**config.mk**
```make
export PLATFORM = sky130hd
export DESIGN_NAME = jk_pattern_driver
export DESIGN_NICKNAME = d
export VERILOG_FILES = /design/src/rtl/jk_pattern_driver.sv
export SDC_FILE = /design/constraint.sdc
export NUM_CORES = 1
export LEC_CHECK = 0
export ABC_AREA = 1
export CAP_MARGIN = 20
export CORE_ASPECT_RATIO = 0.75
export CORE_MARGIN = 5
export CORE_UTILIZATION = 34
export DETAILED_ROUTE_END_ITERATION = 10
export PLACE_DENSITY = 0.58
export SLEW_MARGIN = 10
export SYNTH_ARGS = -nofsm -noshare
export SYNTH_HDL_FRONTEND = slang
export SYNTH_SLANG_ARGS = --single-unit
export TNS_END_PERCENT = 100
```
**constraint.sdc**
```tcl
create_clock -name clk -period 1.55 [get_ports clk]
set_input_delay 0.3875 -clock clk [delete_from_list [all_inputs] [get_ports clk]]
set_output_delay 0.3875 -clock clk [all_outputs]
set_load 0.1 [all_outputs]
```
**src/rtl/jk_pattern_driver.sv**
```systemverilog
`default_nettype none
// ============================================================================
// Module      : jk_pattern_driver
// Description : Walks a JK flip-flop through a latched LEN-bit q pattern and
//               counts q_fb mismatches against the expected sequence.
// Revision    : 1.0 - initial release
// ============================================================================
module jk_pattern_driver #(
    parameter int LEN         = 8,
    parameter int CNT_W       = 4,
    parameter bit TOGGLE_MODE = 1'b0
) (
    input  logic             clk,
    input  logic             reset,
    input  logic             start,
    input  logic [LEN-1:0]   pattern,
    input  logic             q_fb,
    output logic [1:0]       jk,
    output logic             ff_reset,
    output logic             busy,
    output logic             done,
    output logic [CNT_W-1:0] err_count,
    output logic             pass
);

    localparam int               IDX_W      = (LEN > 1) ? $clog2(LEN) : 1;
    localparam logic [IDX_W-1:0] c_LAST_IDX = IDX_W'(LEN - 1);
    localparam logic [CNT_W-1:0] c_CNT_MAX  = '1;

    typedef enum logic [2:0] {
        S_IDLE     = 3'd0,
        S_INIT     = 3'd1,
        S_INIT_CHK = 3'd2,
        S_DRIVE    = 3'd3,
        S_CHECK    = 3'd4,
        S_DONE     = 3'd5
    } state_t;

    state_t           r_state, w_state_nxt;
    logic [LEN-1:0]   r_pat, w_pat_nxt;
    logic [IDX_W-1:0] r_idx, w_idx_nxt;
    logic             r_exp_q, w_exp_q_nxt;
    logic [1:0]       r_jk, w_jk_nxt;
    logic             r_ff_reset, w_ff_reset_nxt;
    logic             r_busy, w_busy_nxt;
    logic             r_done, w_done_nxt;
    logic [CNT_W-1:0] r_err, w_err_nxt;
    logic             r_pass, w_pass_nxt;

    logic [IDX_W-1:0] w_idx_inc;
    logic [CNT_W-1:0] w_err_inc;
    logic [CNT_W-1:0] w_err_chk;

    // Excitation depends only on the expected state, never on q_fb.
    function automatic logic [1:0] f_excite(input logic cur, input logic tgt);
        if (cur == tgt)
            return 2'b00;
        else if (TOGGLE_MODE)
            return 2'b11;
        else
            return tgt ? 2'b10 : 2'b01;
    endfunction

    assign w_idx_inc = r_idx + IDX_W'(1);
    assign w_err_inc = (r_err == c_CNT_MAX) ? r_err : r_err + CNT_W'(1);
    assign w_err_chk = (q_fb != r_pat[r_idx]) ? w_err_inc : r_err;

    always_comb begin
        w_state_nxt    = r_state;
        w_pat_nxt      = r_pat;
        w_idx_nxt      = r_idx;
        w_exp_q_nxt    = r_exp_q;
        w_jk_nxt       = 2'b00;
        w_ff_reset_nxt = 1'b0;
        w_busy_nxt     = r_busy;
        w_done_nxt     = 1'b0;
        w_err_nxt      = r_err;
        w_pass_nxt     = r_pass;

        case (r_state)
            S_IDLE: begin
                if (start) begin
                    w_state_nxt    = S_INIT;
                    w_pat_nxt      = pattern;
                    w_idx_nxt      = '0;
                    w_exp_q_nxt    = 1'b0;
                    w_err_nxt      = '0;
                    w_pass_nxt     = 1'b0;
                    w_ff_reset_nxt = 1'b1;
                    w_busy_nxt     = 1'b1;
                end
            end
            S_INIT: begin
                w_state_nxt = S_INIT_CHK;
            end
            S_INIT_CHK: begin
                if (q_fb)
                    w_err_nxt = w_err_inc;
                w_state_nxt = S_DRIVE;
                w_idx_nxt   = '0;
                w_jk_nxt    = f_excite(r_exp_q, r_pat[0]);
                w_exp_q_nxt = r_pat[0];
            end
            S_DRIVE: begin
                w_state_nxt = S_CHECK;
            end
            S_CHECK: begin
                w_err_nxt = w_err_chk;
                if (r_idx == c_LAST_IDX) begin
                    w_state_nxt = S_DONE;
                    w_done_nxt  = 1'b1;
                    w_pass_nxt  = (w_err_chk == '0);
                end else begin
                    w_state_nxt = S_DRIVE;
                    w_idx_nxt   = w_idx_inc;
                    w_jk_nxt    = f_excite(r_exp_q, r_pat[w_idx_inc]);
                    w_exp_q_nxt = r_pat[w_idx_inc];
                end
            end
            S_DONE: begin
                w_state_nxt = S_IDLE;
                w_busy_nxt  = 1'b0;
            end
            default: begin
                w_state_nxt = S_IDLE;
                w_busy_nxt  = 1'b0;
            end
        endcase
    end

    always_ff @(posedge clk) begin
        if (!reset) begin
            r_state    <= S_IDLE;
            r_pat      <= '0;
            r_idx      <= '0;
            r_exp_q    <= 1'b0;
            r_jk       <= 2'b00;
            r_ff_reset <= 1'b0;
            r_busy     <= 1'b0;
            r_done     <= 1'b0;
            r_err      <= '0;
            r_pass     <= 1'b0;
        end else begin
            r_state    <= w_state_nxt;
            r_pat      <= w_pat_nxt;
            r_idx      <= w_idx_nxt;
            r_exp_q    <= w_exp_q_nxt;
            r_jk       <= w_jk_nxt;
            r_ff_reset <= w_ff_reset_nxt;
            r_busy     <= w_busy_nxt;
            r_done     <= w_done_nxt;
            r_err      <= w_err_nxt;
            r_pass     <= w_pass_nxt;
        end
    end

    assign jk        = r_jk;
    assign ff_reset  = r_ff_reset;
    assign busy      = r_busy;
    assign done      = r_done;
    assign err_count = r_err;
    assign pass      = r_pass;

endmodule
`default_nettype wire

```
# Yosys cells after proc, flatten, opt, wreduce, memory -nomap -nowiden
# Cells that the tools add are included.
# op_classes
reduce_logical,12
mux,30
n_addsub,2
order_cmp,2
n_eq_ne,13
bitwise,1
# ops
operator,n
$mux 4,4
$pmux 3 s5,1
$mux 3,4
$pmux 4 s3,1
$mux 2,5
$pmux 3 s3,1
$reduce_and 3->1,3
$lt 3x4->1 const B,2
$mux 1,8
$ne 2x2->1 const B,4
$reduce_and 2->1,4
$bmux 1 s3,2
$eq 3x2->1 const B,2
$eq 3x3->1 const B,2
$add 4x1->4 const B,1
$eq 4x4->1 const B,1
$logic_not 4->1,1
$pmux 1 s2,2
$pmux 2 s2,1
$reduce_or 4->1,1
$add 3x1->3 const B,1
$eq 3x1->1 const B,1
$logic_not 3->1,1
$pmux 1 s3,1
5 further kinds,6
# word_totals
output_inout_bits,10
ff_bits,25
word_cells,70

# Depth between registers and ports, before layout
# depth
ltp_word,7
mapped_depth,13

# Least setup slack after synthesis
# OpenSTA, ideal clock, no wires.
# synth_path
path_kind,flip-flop to flip-flop
startpoint,"register r_err[0], in the netlist err_count[0]"
endpoint,"register r_pass, in the netlist pass"
path_buffers,0
required_ns,1.484
slack_ns,-0.628
synth_period_minus_slack_ns,2.178
t_arrival_ns,2.112
setup_ns,0.066
path_stages_with_launch,10
path_cell_list,dfxtp_1 ha_1 nand3_1 xnor2_1 inv_1 nand3_1 nand2_2 nor2_1 nand2_1 a21oi_2
# synth_between
elab_chain_len,6
word_cells_on_any_way,7
cone_classes,1 x add/sub; 1 x eq/ne; 4 x mux; 1 x reduce/logical
# synth_rtl
element,line,text
"start, declared",47,"logic [CNT_W-1:0] r_err, w_err_nxt;"
"start signal, assigned",152,r_err <= w_err_nxt;
$add 4x1->4 or $eq 4x4->1 (tied branches),65,assign w_err_inc = (r_err == c_CNT_MAX) ? r_err : r_err + CNT_W'(1);
$mux 4,65,
$mux 4 (*),66,assign w_err_chk = (q_fb != r_pat[r_idx]) ? w_err_inc : r_err;
$logic_not 4->1 (*),112,w_pass_nxt = (w_err_chk == '0);
$mux 1 (*),109,if (r_idx == c_LAST_IDX) begin
$pmux 1 s2 (*),80,case (r_state)
"end signal, assigned",153,r_pass <= w_pass_nxt;
"end, declared",48,"logic r_pass, w_pass_nxt;"
# Mark *: on every way between the ends. The rest lies on a longest branch, timed or not. The select of a mux whose other input is x is not followed.
# A chain may end at the register's enable or synchronous reset.

# Final worst setup path
# layout_path
startpoint,register r_idx[0]
endpoint,register r_exp_q
# layout_between
elab_chain_len,5
word_cells_on_any_way,8
cone_classes,1 x add/sub; 2 x eq/ne; 4 x mux; 1 x reduce/logical
# layout_rtl
element,line,text
"start, declared",41,"logic [IDX_W-1:0] r_idx, w_idx_nxt;"
"start signal, assigned",146,r_idx <= w_idx_nxt;
$add 3x1->3,64,assign w_idx_inc = r_idx + IDX_W'(1);
$bmux 1 s3,117,w_exp_q_nxt = r_pat[w_idx_inc];
$mux 1 (not written as such),117,
$mux 1,109,
$pmux 1 s3,80,
"end signal, assigned",147,r_exp_q <= w_exp_q_nxt;
"end, declared",42,"logic r_exp_q, w_exp_q_nxt;"
# Several ways; a longest one is shown, not always the timed one. The select of a mux whose other input is x is not followed.

==> flow_summary.json <==
{
  "yosys_register_bits": 25,
  "overflow": 0,
  "hold_viol": 0,
  "cts_tree": "built",
  "worstSetupPathType": "reg2reg",
  "critPathMaxFanout": 4,
  "clkTransAtPathRegs_ns": 0.08,
  "n_antenna_cell": 0,
  "cts_sinks": 25,
  "drt_pre_antenna_iters": 4,
  "viasPerCell": 4.74,
  "slew_headroom_pct": 71.8,
  "antenna_found_initial": 0,
  "ant_nets": 0,
  "dpl_worst_slack_ns": -0.110,
  "finalSetupViolations": 0,
  "max_cap_viol_count": 0,
  "hold_start": "r_exp_q",
  "grt_max_degree": 16,
  "power_density_nw_per_um2": 921,
  "crit_start": "r_idx[0]",
  "vdd_ir_drop_max_uv": 423,
  "die-width_um": 83.5,
  "placementRows": 20,
  "worstReg2RegStart": "r_idx[0]",
  "grt_usage_pct": 13.3,
  "cp.required_ns": 1.75,
  "finClkSkew_ns": 0.00507,
  "io_buffers": 21,
  "gp_congestion": 0.860,
  "synthesis.area_sq_um": 1380,
  "synth_nets": 204,
  "grt_pass1_wl_mm": 5.87,
  "h-tree-depth": 1,
  "ios": 22,
  "clk_latency_ns": 0.26,
  "timing.fmax_mhz": 672,
  "synth_edf_count": 0,
  "core_area_sq_um": 3980,
  "fin_setup_tns_ns": 0,
  "p_leak_nw": 0.831,
  "start_kind": "flip-flop",
  "finalCoreUtilization_pct": 51.6,
  "cts.path.max_buffers": 2,
  "synth_top_flop_cell": "dfxtp_1",
  "avgRoutedWirePerCell_um": 12.8,
  "num_vias": 1341,
  "period_share_pct": 96.0,
  "dieArea_sq_um": 5440,
  "final-max-slew-violation-count": 0,
  "setup_ws_ns": 0.0613,
  "crit_arrival_ns": 1.69,
  "yosysSeqAreaShare_pct": 36.3,
  "end_kind": "flip-flop",
  "synth_top_area_share_pct": 36.3,
  "hold_class": "reg2reg",
  "hpwlAfterDp_mm": 2.69,
  "avgSynthCellArea_sq_um": 7.30,
  "reg2reg_depth": 9,
  "rsz0062_at_grt": "yes",
  "layout.nets": 244,
  "drt-total-wl_mm": 3.62,
  "drt_iter0_markers": 120,
  "cts_buffers": 3,
  "yosysWarnings": 0,
  "start_util_pct": 34.7,
  "drcViolationCount": 0,
  "min_path_cells": 1,
  "die_y_um": 65.2,
  "fin_crit_ns": 1.49,
  "area_growth_pct": 48.9,
  "async_flop_share_pct": 0,
  "worst_pin_slew_ns": 0.418,
  "yosys-top-cells-area": "dfxtp_1 (36%), a21oi_1 (11%), nand2_1 (7.6%), o21ai_0 (6.9%), inv_1 (6.5%)",
  "placed_area_sq_um": 1890,
  "grt_pass1_vias": 1200,
  "final_area_sq_um": 2050,
  "yosysTopAreaCell": "dfxtp_1",
  "ys_types": 29,
  "synth_cells": 189,
  "root_buffer": "clkbuf_8",
  "status": "complete, no violations",
  "drive_above_1_share_pct": 35.1
}
==> state kept, by name, summed over array words and instances (netlist names), 2 cells and up <==
| signal | cells |
|---|---|
| r_state | 3 |
| r_pat | 8 |
| jk | 2 |
| r_idx | 3 |
| err_count | 4 |
==> cells in the final DEF, fill, tap and decap left out, types with 5 or more instances in the layout <==
| master | n |
|---|---|
| a21oi_1 | 29 |
| nand2_1 | 26 |
| inv_1 | 24 |
| dfxtp_1 | 19 |
| o21ai_0 | 16 |
| buf_4 | 15 |
| clkdlybuf4s50_1 | 11 |
| buf_12 | 11 |
| nand2_2 | 10 |
| nand3_2 | 8 |
| nand3_1 | 8 |
| dfxtp_4 | 5 |
==> repair_timing <==
action | CTS | global route
gates resized for setup | 1 | 24
hold buffers | 0 | 0
pin swaps | 0 | 5
setup buffers | 0 | 2
setup endpoints to repair | 3 | 9
hold endpoints to repair | 0 | 0
==> cell type report <==
| type | count | area (sq um) |
|---|---|---|
| Fill cell | 382 | 1930 |
| Multi-Input combinational cell | 131 | 833 |
| Sequential cell | 25 | 520 |
| Timing Repair Buffer | 38 | 458 |
| Inverter | 30 | 128 |
| Tap cell | 55 | 68.8 |
| Clock buffer | 4 | 45.0 |
==> report_power, final <==
| group | internal (mW) | leakage (nW) | total (mW) | switching (mW) |
|---|---|---|---|---|
| clock | 0.184 | 0.0228 | 0.378 | 0.195 |
| sequential | 0.702 | 0.209 | 0.756 | 0.0537 |
| combinational | 0.302 | 0.600 | 0.757 | 0.456 |
==> critical path, cell delays in order, from the launching register on <==
cell and delay, ns:
dfxtp_4 0.37, ha_4 0.28, inv_1 0.06, a21oi_1 0.10, o21ai_0 0.12, nand3_1 0.10, o21ai_2 0.07, o22ai_1 0.13
inv_1 0.09, a21oi_1 0.12
==> worst paths after layout <==
check             endpoint  slack (ns)
hold reg to reg      jk[1]        0.46
hold / removal       jk[1]        0.46
setup / recovery   r_exp_q        0.06
setup reg to reg   r_exp_q        0.06
==> kinds of logic (layout without fill, tap and decap cells) <==
group,after synthesis,count (layout),share of synthesized area [%]
fa+ha+maj,3,3,2.72
flops,25,25,36.3
compound gates,56,56,21.9
simple gates,71,71,28.1
xor+xnor,1,1,0.635
buf+inv,33,72,10.3
==> stage by stage <==
| stage | hold WS [ns] | power (mW) | instances |
|---|---|---|---|
| finish | 0.461 | 1.89 | 283 |
| global route | 0.480 | 2.01 | 283 |
| CTS | 0.457 | 1.87 | 281 |
| detailed placement | 0.444 | 1.49 | 277 |
| global placement | 0.440 | 1.49 | 277 |
| floorplan | 0.423 | 1.21 | 189 |
==> metal layers <==
layer / track usage (%) / vias up / routed length [um]
met5: 0 / - / 0
met4: 2.41 / 0 / 14
met3: 3.51 / 2 / 163
met2: 18.4 / 29 / 1560
met1: 20.6 / 607 / 1880
li1: - / 703 / -
==> cells in the mapped netlist, drive strengths merged (2+ instances only) <==
cell type   n
ha          3
dfxtp      25
buf         2
nand2      38
o21ai      19
inv        30
nor2       11
nand3      19
a21oi      32
Power figures use the tool's default switching activity.
